`src/rtl/ras_link_stack.sv`:
```
// ras_link_stack: linked-list return-address stack in front of a node allocator.
// Each push takes one node from the allocator and links it to the previous top.
// Each pop hands the top node back to the allocator.
// The top-of-stack word is held in registers, so pop_data needs no RAM access.
// Optional feature macro: RAS_FLUSH_EN. It adds a flush input that empties the
// stack and restarts the allocator.
module ras_link_stack #(
  parameter int unsigned ADDR       = 4,
  parameter int unsigned DEPTH      = 16,
  parameter int unsigned WIDTH      = 32,
  parameter int unsigned RESET_ADDR = 0
) (
  input  logic             clk,
  input  logic             reset,
`ifdef RAS_FLUSH_EN
  input  logic             flush,
`endif
  input  logic             push,
  input  logic [WIDTH-1:0] push_data,
  input  logic             pop,
  output logic             ready,
  output logic [WIDTH-1:0] pop_data,
  output logic             empty,
  output logic             full,
  output logic [ADDR:0]    count,
  output logic             overflow,
  output logic             underflow,
  output logic             alloc,
  output logic             de_alloc,
  output logic [ADDR-1:0]  last_alloc_addr,
  input  logic [ADDR-1:0]  alloc_addr,
  output logic             alloc_reset,
  output logic [ADDR-1:0]  alloc_reset_addr
);

  localparam int unsigned CW = ADDR + 1;

  typedef enum logic [1:0] {INIT0, INIT1, READY, FETCH} state_e;

  state_e             state_q, state_d;
  logic [ADDR-1:0]    tos_addr_q, tos_addr_d;
  logic [ADDR-1:0]    tos_prev_q, tos_prev_d;
  logic [WIDTH-1:0]   tos_data_q, tos_data_d;
  logic [CW-1:0]      count_q, count_d;
  logic               overflow_q, overflow_d;
  logic               underflow_q, underflow_d;

  // Node storage: data and back-pointer are separate so a top replace can
  // rewrite the data without touching the link.
  logic [WIDTH-1:0]   node_data_q [DEPTH];
  logic [ADDR-1:0]    node_prev_q [DEPTH];
  logic [WIDTH-1:0]   rd_data_q;
  logic [ADDR-1:0]    rd_prev_q;

  logic               wr_data_en, wr_link_en, rd_en;
  logic [ADDR-1:0]    wr_addr, rd_addr;
  logic               flush_req;
  logic               empty_c, full_c;

`ifdef RAS_FLUSH_EN
  assign flush_req = flush;
`else
  assign flush_req = 1'b0;
`endif

  assign empty_c          = (count_q == CW'(0));
  assign full_c           = (count_q == CW'(DEPTH));
  assign empty            = empty_c;
  assign full             = full_c;
  assign count            = count_q;
  assign overflow         = overflow_q;
  assign underflow        = underflow_q;
  assign pop_data         = tos_data_q;
  assign ready            = (state_q == READY) && !reset;
  assign alloc_reset      = reset | flush_req;
  assign alloc_reset_addr = ADDR'(RESET_ADDR);

  // Next-state, stack pointer update and allocator handshake.
  always_comb begin
    state_d         = state_q;
    tos_addr_d      = tos_addr_q;
    tos_prev_d      = tos_prev_q;
    tos_data_d      = tos_data_q;
    count_d         = count_q;
    overflow_d      = 1'b0;
    underflow_d     = 1'b0;
    alloc           = 1'b0;
    de_alloc        = 1'b0;
    last_alloc_addr = tos_addr_q;
    wr_data_en      = 1'b0;
    wr_link_en      = 1'b0;
    wr_addr         = alloc_addr;
    rd_en           = 1'b0;
    rd_addr         = tos_prev_q;

    if (reset || flush_req) begin
      state_d    = INIT0;
      tos_addr_d = '0;
      tos_prev_d = '0;
      tos_data_d = '0;
      count_d    = '0;
    end else begin
      case (state_q)
        INIT0: state_d = INIT1;
        INIT1: state_d = READY;
        FETCH: begin
          tos_data_d = rd_data_q;
          tos_prev_d = rd_prev_q;
          state_d    = READY;
        end
        READY: begin
          if (push && pop && !empty_c) begin
            // Replace top in place: no node changes hands.
            tos_data_d = push_data;
            wr_data_en = 1'b1;
            wr_addr    = tos_addr_q;
          end else if (push) begin
            if (full_c) begin
              overflow_d = 1'b1;
            end else begin
              alloc      = 1'b1;
              wr_data_en = 1'b1;
              wr_link_en = 1'b1;
              wr_addr    = alloc_addr;
              tos_prev_d = tos_addr_q;
              tos_addr_d = alloc_addr;
              tos_data_d = push_data;
              count_d    = count_q + CW'(1);
            end
          end else if (pop) begin
            if (empty_c) begin
              underflow_d = 1'b1;
            end else begin
              de_alloc   = 1'b1;
              tos_addr_d = tos_prev_q;
              count_d    = count_q - CW'(1);
              rd_en      = 1'b1;
              rd_addr    = tos_prev_q;
              state_d    = FETCH;
            end
          end
        end
        default: state_d = INIT0;
      endcase
    end
  end

  // Control and top-of-stack registers.
  always_ff @(posedge clk) begin
    if (reset) begin
      state_q     <= INIT0;
      tos_addr_q  <= '0;
      tos_prev_q  <= '0;
      tos_data_q  <= '0;
      count_q     <= '0;
      overflow_q  <= 1'b0;
      underflow_q <= 1'b0;
    end else begin
      state_q     <= state_d;
      tos_addr_q  <= tos_addr_d;
      tos_prev_q  <= tos_prev_d;
      tos_data_q  <= tos_data_d;
      count_q     <= count_d;
      overflow_q  <= overflow_d;
      underflow_q <= underflow_d;
    end
  end

  // Node RAM: synchronous write, registered read.
  always_ff @(posedge clk) begin
    if (wr_data_en) node_data_q[wr_addr] <= push_data;
    if (wr_link_en) node_prev_q[wr_addr] <= tos_addr_q;
    if (rd_en) begin
      rd_data_q <= node_data_q[rd_addr];
      rd_prev_q <= node_prev_q[rd_addr];
    end
  end

endmodule

```
`config.mk`:
```
export PLATFORM = sky130hd
export DESIGN_NAME = ras_link_stack
export DESIGN_NICKNAME = d
export VERILOG_FILES = /design/src/rtl/ras_link_stack.sv
export SDC_FILE = /design/constraint.sdc
export NUM_CORES = 1
export LEC_CHECK = 0
export ABC_AREA = 0
export ABC_CLOCK_PERIOD_IN_PS = 10800
export CAP_MARGIN = 40
export CORE_MARGIN = 2
export CORE_UTILIZATION = 40
export DETAILED_ROUTE_END_ITERATION = 10
export GPL_TIMING_DRIVEN = 1
export PLACE_DENSITY = 0.53
export RECOVER_POWER = 100
export SLEW_MARGIN = 20
export SYNTH_ARGS = -nofsm -noshare
export SYNTH_HDL_FRONTEND = slang
export SYNTH_SLANG_ARGS = --single-unit
```
`constraint.sdc`:
```
create_clock -name clk -period 10.8 [get_ports clk]
set_input_delay 2.16 -clock clk [delete_from_list [all_inputs] [get_ports clk]]
set_output_delay 2.16 -clock clk [all_outputs]
set_load 0.05 [all_outputs]
```
==> impl_metrics.toml, run 1 <==
[layout]
syn_to_final_growth_pct = 16.7
final_nets = 1374
layout-drive-gt1-share_pct = 22.6

[timing]
tns_ns = 0
rsz0062_at_grt = "false"
tightest_slew_ns = 3.47
fmax_mhz = 115
post-route-min-period_ns = 8.71
slew_viol_final = 665
hold_violations = 0
relSlewSlack_pct = -131
setup_viol = 0
period_share_pct = 80.6
clock_skew_ns = 0.0253

[cts]
cts.sinks = 661
clk_pin_slew_ns = 0.06
cts_htree_levels = 3
cts_buffers = 71
root_buffer = "clkbuf_16"
cts_tree = "built"
cts_hold_buf = 0
cts_resized = 0
cts_setup_buffers = 0
clk_latency_ns = 0.60
cts_buffer_depth = 3

[route]
viasPerCell = 5.54
routed_wl_mm = 60.2
drt_pass1_iterations = 7
drc = 0
drt_iter0_markers = 1127
num_vias = 12378
antenna_left = 0
routedWlPerCell_um = 26.9

[synth]
synth_area_um2 = 25500
synth_edf_count = 612
yosysSeqAreaShare_pct = 76.0
ys.flop_type = "edfxtp_1"
ys_warn_count = 0
synth.avg_cell_area_um2 = 21.2
ys_ff_latch = 661
async_flop_share_pct = 0
syn_inst = 1203
synth.distinct_cells = 46

[critical_path]
endpoint_kind = "output port"
startpoint_type = "input pin"
cpPeakStageDelay_ns = 2.43
critical_path_class = "in2out"
crit_fanout = 52
crit_chain = "buf_2 -> clkbuf_1 -> nor4bb_1 -> nand3_1 -> inv_1 -> dlygate4sd3_1"
required_ns = 8.64
slowest_stage = "clkbuf_1"
cp.arrival_ns = 6.55

[pwr]
irDropWorstVdd_mv = 0.108
design_power_total_uw = 5720
power_per_cell_area_nw_per_um2 = 192
power.leakage_uw = 0.00904

[run_status]
violations = "max-capacitance violations, max-slew violations"
outcome = "finished with violations"

[die]
rows = 92
ios = 93
die-width_um = 256
coreArea_um2 = 63100
start_util_pct = 40.4
die_area_um2 = 65700
dieHeight_um = 256

[hold_path]
hold_class = "reg2reg"

[global_routing]
grt_max_degree = 53
antenna_found_initial = 5
grt_pass1_vias = 12866
grt_util_all_layers_pct = 18.5
grt_pass1_wl_mm = 88.0
gr-total-overflow = 0

[place]
gp_congestion = 0.711
place_hpwl_mm = 31.6
io_buffers = 88

[flow_run]
cap_violations = 21
worst paths after layout:
| path | start | endpoint | slack (ns) | cells past startpoint |
|---|---|---|---|---|
| setup / recovery | reset | alloc | 2.09 | 6 |
| hold / removal | pop_data[23]$_SDFFE_PP0P_ | pop_data[23]$_SDFFE_PP0P_ | 0.49 | 2 |
| setup reg to reg | tos_prev_q[1]$_SDFFE_PP0P_ | rd_data_q[5]$_DFFE_PP_ | 4.55 | 4 |
| hold reg to reg | pop_data[23]$_SDFFE_PP0P_ | pop_data[23]$_SDFFE_PP0P_ | 0.49 | 2 |
power breakdown:
group	leakage, uW	internal [uW]	switching (uW)	total (uW)
Sequential	0.00589	2820	37.1	2860
Clock	0.00113	1460	972	2430
Combinational	0.00202	185	245	430
placed cells by master (no fill, tap or decap), types with 32 or more instances in the layout:
| cell | n |
|---|---|
| a211oi_1 | 38 |
| clkbuf_1 | 44 |
| clkbuf_16 | 75 |
| dfxtp_1 | 44 |
| dlygate4sd3_1 | 81 |
| edfxtp_1 | 612 |
| mux4_2 | 180 |
| nor2_1 | 64 |
| o21ai_1 | 32 |
| or3_1 | 37 |
cell families after synthesis:
| kind of cell | after synthesis | synth area share (%) |
|---|---|---|
| flip-flops | 661 | 76.0 |
| multiplexers | 194 | 16.5 |
| AND/OR/NAND/NOR | 159 | 3.05 |
| AO/OA/AOI/OAI | 97 | 2.65 |
| buffers and inverters | 84 | 1.51 |
| adder cells (fa/ha/maj) | 4 | 0.226 |
| XOR/XNOR | 3 | 0.103 |
| other | 1 | 0.0147 |
per-layer routing:
metal  vias up  share of wire [%]  track usage (%)
met2       383                 49             30.0
met3        77                6.0             3.39
li1       5283                  -                -
met5         -              0.043                0
met4         4                1.5             4.72
met1      6631                 43             25.9
through the flow:
| stage | cells | cell area [um2] | setup slack, ns | hold WS, ns | utilization (%) |
|---|---|---|---|---|---|
| 4_1_cts | 2232 | 29900 | 3.45 | 0.500 | 47.5 |
| 2_1_floorplan | 1206 | 25500 | 1.15 | 0.551 | - |
| 3_3_place_gp | 2096 | 27500 | 3.51 | 0.491 | 43.5 |
| 3_5_place_dp | 2103 | 27600 | 3.44 | 0.492 | 43.8 |
| 5_1_grt | 2233 | 29700 | 1.63 | 0.510 | 47.1 |
| 6_report | 2234 | 29700 | 2.09 | 0.492 | 47.1 |
sequential cells by signal, indices dropped and copies added, names as in the netlist:
signal           cells
last_alloc_addr      4
rd_prev_q            4
node_data_q        512
underflow            1
pop_data            32
node_prev_q         64
tos_prev_q           4
state_q              2
overflow             1
count                5
rd_data_q           32
worst max-delay path: cells and delay by family:
kind                   cells  cell delay [ns]
buffers and inverters      4             3.48
and+or+nand+nor            2             0.86
layout make-up:
| cell class | instances | area (um2) |
|---|---|---|
| fillers | 5298 | 33300 |
| flip-flops and latches | 661 | 19400 |
| multi-input cells | 461 | 5800 |
| clock buffers | 98 | 1980 |
| repair buffers | 127 | 1150 |
| well taps | 846 | 1060 |
| clock inverters | 31 | 340 |
| inverters | 8 | 30.0 |
| diodes | 2 | 5.00 |
cell usage after synthesis, types with 4 or more instances:
cell | instances | area, um2
nor2_1 | 73 | 274
nor3_1 | 17 | 85.1
mux4_2 | 180 | 4050
mux2i_1 | 11 | 110
o22ai_1 | 4 | 25.0
dfxtp_1 | 49 | 981
inv_1 | 8 | 30.0
buf_1 | 5 | 18.8
o31ai_1 | 4 | 30.0
buf_4 | 6 | 45.0
buf_2 | 20 | 100
a211oi_1 | 38 | 285
nor4_1 | 4 | 25.0
or3_1 | 37 | 231
a21oi_1 | 4 | 20.0
nand2_1 | 9 | 33.8
clkbuf_1 | 42 | 158
edfxtp_1 | 612 | 18400
o21ai_1 | 32 | 160
nand2b_1 | 7 | 43.8
No activity file was read; power rests on OpenSTA's default activity.
==> run 2, diff against run 1 <==
--- a/config.mk
+++ b/config.mk
@@ -6,7 +6,7 @@
 export NUM_CORES = 1
 export LEC_CHECK = 0
 export ABC_AREA = 0
-export ABC_CLOCK_PERIOD_IN_PS = 10800
+export ABC_CLOCK_PERIOD_IN_PS = 9030
 export CAP_MARGIN = 40
 export CORE_MARGIN = 2
 export CORE_UTILIZATION = 40
==> constraint.sdc (replaced) <==
create_clock -name clk -period 9.03 [get_ports clk]
set_input_delay 1.806 -clock clk [delete_from_list [all_inputs] [get_ports clk]]
set_output_delay 1.806 -clock clk [all_outputs]
set_load 0.05 [all_outputs]
==> run 2 against run 1 <==
Compared with the run above: the flow still finishes with violations (max-capacitance violations, max-slew violations); clock skew fell by 0.0063 ns; clock-buffer cell count fell by 7; power rose by 18%; die area did not move; final cell count rose by 0.22%; critical path depth rose by 3; sequential power rose by 19%; utilization fell by 0.11 points; largest cell class unchanged.
==> impl_metrics.toml, run 2 (synthesized netlist as in run 1, its figures left out) <==
[pwr]
power_switching_uw = 1520
power_per_cell_area_nw_per_um2 = 228
p_sw_share_pct = 22.5
pwr-share-seq_pct = 50.3
combPwrFrac_pct = 7.6
intPower_uw = 5250
irDropWorstVdd_mv = 0.134
design_power_total_uw = 6770
power.leakage_uw = 0.00902
power_frac_clock_pct = 42.0

[cts]
cts_htree_levels = 3
cts.sinks = 661
cts_buffer_depth = 3
clk_pin_slew_ns = 0.06
cts_hold_buf = 0
cts_buffers = 72
cts_resized = 0
clk_latency_ns = 0.61
cts_tree = "built"
root_buffer = "clkbuf_16"
cts_setup_buffers = 0

[timing]
tightest_slew_ns = 3.15
hold_violations = 0
period_share_pct = 78.0
post-route-min-period_ns = 7.05
relSlewSlack_pct = -110
tns_ns = 0
setup_viol = 0
rsz0062_at_grt = "false"
slew_viol_final = 650
clock_skew_ns = 0.0190
fmax_mhz = 142

[critical_path]
rr_endpoint = "rd_data_q[26]$_DFFE_PP_"
slowest_stage = "clkbuf_1"
path_buf_inv = 4
endpoint_kind = "flip-flop"
r2r_cells = 4
cp.arrival_ns = 7.22
startpoint_type = "input pin"
crit_fanout = 23
cpPeakStageDelay_ns = 1.55
crit_top_cell = "clkbuf_1"
r2r_setup_slack_ns = 3.35
r2r-start = "tos_prev_q[0]$_SDFFE_PP0P_"
crit_chain = "dlygate4sd3_1 -> nor4bb_1 -> o211ai_1 -> clkbuf_1 -> nor3b_1 -> a31oi_1 -> clkbuf_1 -> nor2_1 -> clkbuf_1"
required_ns = 9.21
critical_path_class = "in2reg"
critPathTopFamily = "buffers and inverters"

[die]
die-width_um = 256
coreArea_um2 = 63100
start_util_pct = 40.4
die_area_um2 = 65700
ios = 93
rows = 92
dieHeight_um = 256

[place]
place_inst = 2106
io_buffers = 88
place_hpwl_mm = 31.4
gp_congestion = 0.711

[run_status]
outcome = "finished with violations"
violations = "max-capacitance violations, max-slew violations"

[layout]
final_cell_mix = "edfxtp_1, mux4_2, dlygate4sd3_1"
top_register = "node_data_q"
layout_commonest_cell = "edfxtp_1"
layout-drive-gt1-share_pct = 22.5
reg.largest.list = "node_data_q (512), node_prev_q (64)"
largest_register_ffs = 512
final_nets = 1379
stdcell_count = 2239
antenna_cells = 0
syn_to_final_growth_pct = 16.4
utilization_pct = 47.0

[global_routing]
gr-total-overflow = 0
grt_util_all_layers_pct = 18.3
grt_max_degree = 53
grt_pass1_wl_mm = 87.6
grt_pass1_vias = 12824
antenna_found_initial = 7

[route]
drt_iter0_markers = 1004
viasPerCell = 5.45
routedWlPerCell_um = 26.4
drt_pass1_iterations = 5
num_vias = 12200
drc = 0
antenna_left = 0
routed_wl_mm = 59.0

[hold_path]
hold_depth = 2
hold_start = "pop_data[25]$_SDFFE_PP0P_"
hold_class = "reg2reg"
min_to = "pop_data[25]$_SDFFE_PP0P_"

[flow_run]
cap_violations = 24
## run 2: stage by stage
| step | hold WS [ns] | instance area [um2] | setup slack (ns) |
|---|---|---|---|
| after floorplan | 0.551 | 25500 | 0.0858 |
| after global placement | 0.489 | 27500 | 2.44 |
| after detailed placement | 0.493 | 27600 | 2.38 |
| after CTS | 0.501 | 29900 | 2.36 |
| after global routing | 0.519 | 29700 | 1.54 |
| final | 0.495 | 29700 | 1.98 |
## run 2: metal layers
metal,wire (um),up-vias,track usage (%)
li1,-,5290,-
met1,25800,6546,25.0
met5,40,-,0
met3,3020,71,3.60
met2,29400,285,30.3
met4,850,8,4.25
## run 2: worst reg2reg max path, stage by stage, from the launching register on
cell	delay [ns]
dfxtp_1	0.94
clkbuf_1	1.92
clkbuf_1	1.34
mux4_2	0.66
mux4_2	0.54
## run 2: worst max-delay path by stage
stage | startpoint | to | slack, ns | cells past startpoint
2_1_floorplan | pop | de_alloc | 0.09 | 3
3_3_place_gp | push | alloc | 2.44 | 5
3_5_place_dp | push | alloc | 2.38 | 5
4_1_cts | push | alloc | 2.36 | 5
5_1_grt | push | node_data_q[2][13]$_DFFE_PP_ | 1.54 | 9
6_report | push | node_data_q[2][13]$_DFFE_PP_ | 1.98 | 9
## run 2: cell type report
class | count | area (um2)
fillers | 5350 | 33400
flip-flops and latches | 661 | 19400
multi-input cells | 461 | 5780
clock buffers | 91 | 1950
repair buffers | 131 | 1120
well taps | 846 | 1060
clock inverters | 41 | 364
inverters | 8 | 30.0
## run 2: power groups by stage
stage	registers (uW)	logic (uW)	clock network [uW]
2_1_floorplan	3510	299	0
3_3_place_gp	3490	515	0
3_5_place_dp	3470	544	0
4_1_cts	3410	546	2920
5_1_grt	3410	558	3040
6_report	3410	517	2850
==> RTL edit 1: new RTL, flow settings as in run 1 <==
Add a define of `RAS_FLUSH_EN`.
--- a/src/rtl/ras_link_stack.sv
+++ b/src/rtl/ras_link_stack.sv
@@ -6,2 +6,4 @@
 // stack and restarts the allocator.
+`define RAS_FLUSH_EN
+
 module ras_link_stack #(
Ports: changed (added flush); port bits go from 93 to 94. The function was not compared with the original's and may differ.
==> RTL edit 1 against run 1 <==
- the flow still finishes with violations (max-capacitance violations, max-slew violations)
- fmax is 15% higher
- via count down 3.2%
- synthesized area fell by 0.53%
- non-clock buffer count rose by 1
- worst setup slack better by 1.1 ns
- final area down 1.2%
- wire length shrank 5.1%
- clock skew is 0.0043 ns lower
- sequential cell count is the same
Power is not compared: it rests on default switching activity, and its combinational part moved more than twofold at a synthesized area within 25%.
==> RTL edit 1: results <==
<?xml version="1.0" encoding="UTF-8"?>
<metrics>
  <group name="outcome">
    <metric name="run_status" unit="">finished, violations left</metric>
    <metric name="violations" unit="">max-capacitance violations, max-slew violations</metric>
  </group>
  <group name="synth">
    <metric name="post_synth_inst_count" unit="">1171</metric>
    <metric name="ys_top_cells_by_area" unit="">edfxtp_1 73%, mux4_2 16%, dfxtp_1 3.9%, nor2_1 1.8%, o221ai_1 1.2%</metric>
    <metric name="ys_top_cells_by_count" unit="">612 x edfxtp_1, 180 x mux4_2, 122 x nor2_1</metric>
    <metric name="ys_types" unit="">50</metric>
    <metric name="ys_seq_area_share" unit="%">76.4</metric>
  </group>
  <group name="sta">
    <metric name="maxSlewHeadroom" unit="%">-113</metric>
    <metric name="clock_skew" unit="ns">0.0210</metric>
    <metric name="maxSlewViolCount" unit="">665</metric>
    <metric name="worst_hold_margin" unit="ns">0.459</metric>
  </group>
  <group name="route">
    <metric name="detail_route.first_pass.iterations" unit="">5</metric>
    <metric name="detail_route.iter0.violations" unit="">1018</metric>
    <metric name="avgRoutedWirePerCell" unit="microns">25.9</metric>
    <metric name="post_drt_via_cell_ratio" unit="">5.43</metric>
  </group>
  <group name="critical_path">
    <metric name="critPathMaxFanout" unit="">40</metric>
    <metric name="reg2reg_setup_slack" unit="ns">3.47</metric>
    <metric name="slowest_delay" unit="ns">0.98</metric>
    <metric name="critical_path.slowest_cell" unit="">dlygate4sd3_1</metric>
    <metric name="cp_data_arrival_time" unit="ns">5.40</metric>
  </group>
  <group name="global_route">
    <metric name="grt.total_usage" unit="%">17.8</metric>
    <metric name="grt_first_pass_wirelength" unit="mm">85.0</metric>
    <metric name="grt_start_max_net_pins" unit="">104</metric>
    <metric name="first_global_vias" unit="">12600</metric>
    <metric name="antenna_found_initial" unit="">1</metric>
  </group>
  <group name="place">
    <metric name="placement.cell_area" unit="sq um">27500</metric>
    <metric name="hpwl_reported_at_the_end_of_detailed_placement" unit="mm">29.8</metric>
    <metric name="routabilityCongestion" unit="">0.737</metric>
    <metric name="placed_cells_incl_taps" unit="">2079</metric>
  </group>
  <group name="flow_run">
    <metric name="maxCapViolCount" unit="">26</metric>
  </group>
  <group name="final_layout">
    <metric name="insertedDiodeCount" unit="">0</metric>
    <metric name="finalNetCount" unit="">1352</metric>
    <metric name="nFillCells" unit="">5320</metric>
    <metric name="fraction_of_final_layout_cells_sized_beyond_drive_strength_1" unit="%">22.6</metric>
    <metric name="final_cell_count_no_fill" unit="">2206</metric>
  </group>
</metrics>
[RTL edit 1: cell count changes after synthesis, sizes merged, moves of 4 or more]
| cell | before | now |
|---|---|---|
| o22ai | 4 | 0 |
| mux2i | 11 | 6 |
| clkbuf | 42 | 36 |
| nand2b | 7 | 2 |
| or3 | 37 | 0 |
| o221ai | 0 | 36 |
| o21ai | 36 | 8 |
| nor3 | 17 | 12 |
| a211oi | 38 | 6 |
| nor3b | 1 | 6 |
| o31ai | 5 | 0 |
| nor2 | 73 | 123 |
[RTL edit 1: logic make-up (layout without fill, tap and decap cells)]
logic type | Yosys count | after routing | synth area share, %
compound gates | 72 | 72 | 2.70
xor+xnor | 3 | 3 | 0.104
other cells | 1 | 4 | 0.0148
buf+inv | 76 | 262 | 1.44
simple gates | 168 | 168 | 2.92
flops | 661 | 661 | 76.4
mux | 186 | 186 | 16.2
fa+ha+maj | 4 | 4 | 0.227
[RTL edit 1: path summary, 6_finish.rpt]
check	end	cells after the start	startpoint
worst max-delay path	de_alloc	7	reset
worst min-delay path	pop_data[15]	2	pop_data[15]
worst max register to register	rd_data_q[22]	5	tos_prev_q[1]
worst min register to register	pop_data[15]	2	pop_data[15]
[RTL edit 1: layout make-up]
type / count / area share, %
clock inverters: 22 / 0.502
repair buffers: 128 / 3.98
inverters: 8 / 0.102
well taps: 846 / 3.60
flip-flops and latches: 661 / 65.9
multi-input cells: 437 / 19.1
clock buffers: 104 / 6.79
[RTL edit 1: worst max-delay path, delay by kind of cell]
family / cells / cell delay, ns
AND/OR/NAND/NOR: 3 / 0.47
buffers and inverters: 4 / 2.76
[RTL edit 1: power by group through the flow]
stage / Clock, uW / Sequential, uW / Combinational [uW]
floorplan: 0 / 2850 / 48.9
global placement: 0 / 2850 / 116
detailed placement: 0 / 2850 / 121
CTS: 2310 / 2800 / 122
global route: 2410 / 2790 / 124
finish: 2250 / 2800 / 114
[RTL edit 1: stage by stage]
| stage | setup WS, ns | util [%] | power, uW |
|---|---|---|---|
| after floorplan | 3.73 | - | 2900 |
| after global placement | 3.36 | 43.6 | 2970 |
| after detailed placement | 3.32 | 43.8 | 2970 |
| after CTS | 3.33 | 47.2 | 5230 |
| after global routing | 3.08 | 46.8 | 5330 |
| final | 3.24 | 46.8 | 5160 |
[RTL edit 1: per-layer routing]
metal / routed length, microns / global-route usage, %
met1: 24300 / 24.0
met2: 28800 / 29.6
met3: 2790 / 3.26
met4: 1200 / 5.31
met5: 13 / 0
==> RTL edit 2: new RTL, config.mk and constraints of run 1 <==
Made on the original files. One comparison of `count_q` changes from == to >=.
--- a/src/rtl/ras_link_stack.sv
+++ b/src/rtl/ras_link_stack.sv
@@ -66,3 +66,3 @@
   assign empty_c          = (count_q == CW'(0));
-  assign full_c           = (count_q == CW'(DEPTH));
+  assign full_c           = (count_q >= CW'(DEPTH));
   assign empty            = empty_c;
Behaviour: same outputs for any inputs over 4 cycles, from zero or initial values and one cycle with reset high; that may be too few to reach the edited logic, so the function may still have changed.
==> RTL edit 2 against run 1 <==
- the run still ends with max-capacitance violations, max-slew violations left
- clock skew fell by 0.0025 ns
- total power up 3.2%
- worst setup slack improved by 1.1 ns
- via count shrank 5.2%
- sequential cell count unchanged
- critical path depth decreased by 3
- synthesized area fell by 0.72%
- wire length down 7.5%
- final area increased by 0.11%
==> RTL edit 2: results <==
<?xml version="1.0" encoding="UTF-8"?>
<metrics>
  <group name="outcome">
    <metric name="run_status" unit="">finished, violations left</metric>
    <metric name="violations" unit="">max-capacitance violations, max-slew violations</metric>
  </group>
  <group name="synth">
    <metric name="ys_types" unit="">41</metric>
    <metric name="ys_top_cells_by_count" unit="">612 x edfxtp_1, 180 x mux4_2, 82 x nor2_1</metric>
    <metric name="ys_seq_area_share" unit="%">76.5</metric>
    <metric name="ys_top_cells_by_area" unit="">edfxtp_1 73%, mux4_2 16%, dfxtp_1 3.9%, mux2i_1 1.5%, a211oi_1 1.2%</metric>
    <metric name="post_synth_inst_count" unit="">1145</metric>
  </group>
  <group name="global_route">
    <metric name="first_global_vias" unit="">12300</metric>
    <metric name="grt.total_usage" unit="%">17.3</metric>
    <metric name="grt_first_pass_wirelength" unit="mm">82.8</metric>
    <metric name="antenna_found_initial" unit="">1</metric>
    <metric name="grt_start_max_net_pins" unit="">99</metric>
  </group>
  <group name="place">
    <metric name="placement.cell_area" unit="sq um">27400</metric>
    <metric name="preCtsSetupSlack" unit="ns">3.65</metric>
    <metric name="routabilityCongestion" unit="">0.725</metric>
  </group>
  <group name="critical_path">
    <metric name="cp_data_arrival_time" unit="ns">5.45</metric>
  </group>
  <group name="final_layout">
    <metric name="finalNetCount" unit="">1328</metric>
    <metric name="nFillCells" unit="">5247</metric>
    <metric name="final_cell_count_no_fill" unit="">2185</metric>
    <metric name="fraction_of_final_layout_cells_sized_beyond_drive_strength_1" unit="%">24.5</metric>
    <metric name="insertedDiodeCount" unit="">0</metric>
  </group>
  <group name="route">
    <metric name="detailroute.wirelength.met2" unit="mm">27.4</metric>
    <metric name="detailroute.wirelength.met3" unit="mm">2.38</metric>
    <metric name="post_drt_via_cell_ratio" unit="">5.37</metric>
    <metric name="wirelength" unit="mm">55.6</metric>
  </group>
  <group name="sta">
    <metric name="worst_slew_pin_slew" unit="ns">3.10</metric>
    <metric name="maxSlewViolCount" unit="">633</metric>
  </group>
  <group name="clock_tree">
    <metric name="tritoncts.num_buffers" unit="">73</metric>
  </group>
  <group name="power">
    <metric name="ir_worst_vdd" unit="uV">112</metric>
    <metric name="leakage_power" unit="uW">0.00930</metric>
  </group>
  <group name="flow_run">
    <metric name="maxCapViolCount" unit="">21</metric>
  </group>
</metrics>
## RTL edit 2: changes by cell type after synthesis, sizes merged, moves of 12 or more
cell,change
clkbuf,-12
or3,-37
nor3,-14
o21ai,-36
mux2i,+28
nor2,+14
## RTL edit 2: final cells by class
cell class	instances	area share, %
Sequential cell	661	65.1
Multi-Input combinational cell	416	19.1
Clock buffer	101	7.11
Timing Repair Buffer	125	3.74
Tap cell	846	3.56
Clock inverter	31	1.40
Inverter	5	0.0630
## RTL edit 2: cell families after synthesis
logic type	share of synthesized area, %
AO/OA/AOI/OAI	2.08
XOR/XNOR	0.139
adder cells (fa/ha/maj)	0.326
buffers and inverters	1.34
flip-flops	76.5
multiplexers	17.6
other	0.0148
AND/OR/NAND/NOR	2.01
## RTL edit 2: report_power, final
| group | switching (uW) | internal [uW] |
|---|---|---|
| registers | 34.9 | 2830 |
| logic | 253 | 199 |
| clock network | 981 | 1610 |
## RTL edit 2: metal layers
layer  vias to the layer above  track usage, %
li1                       5080               -
met1                      6337            24.1
met2                       265            28.2
met3                        48            2.95
met4                         2            4.81
met5                         -               0
## RTL edit 2: worst paths after layout
path,depth (start not counted),endpoint,from,slack (ns)
max,3,alloc_reset,reset,3.19
min,2,pop_data[4],pop_data[4],0.50
max reg2reg,5,node_data_q[8][2],count[0],5.08
min reg2reg,2,pop_data[4],pop_data[4],0.50
## RTL edit 2: critical path, stage by stage
cell,delay [ns]
clkbuf_1,0.11
clkbuf_1,2.08
dlygate4sd3_1,1.10
## RTL edit 2: through the flow
step / util, % / power (uW)
floorplan: - / 3220
global placement: 43.4 / 3380
global route: 47.4 / 6100
detailed placement: 43.5 / 3390
finish: 47.4 / 5900
CTS: 47.5 / 5990
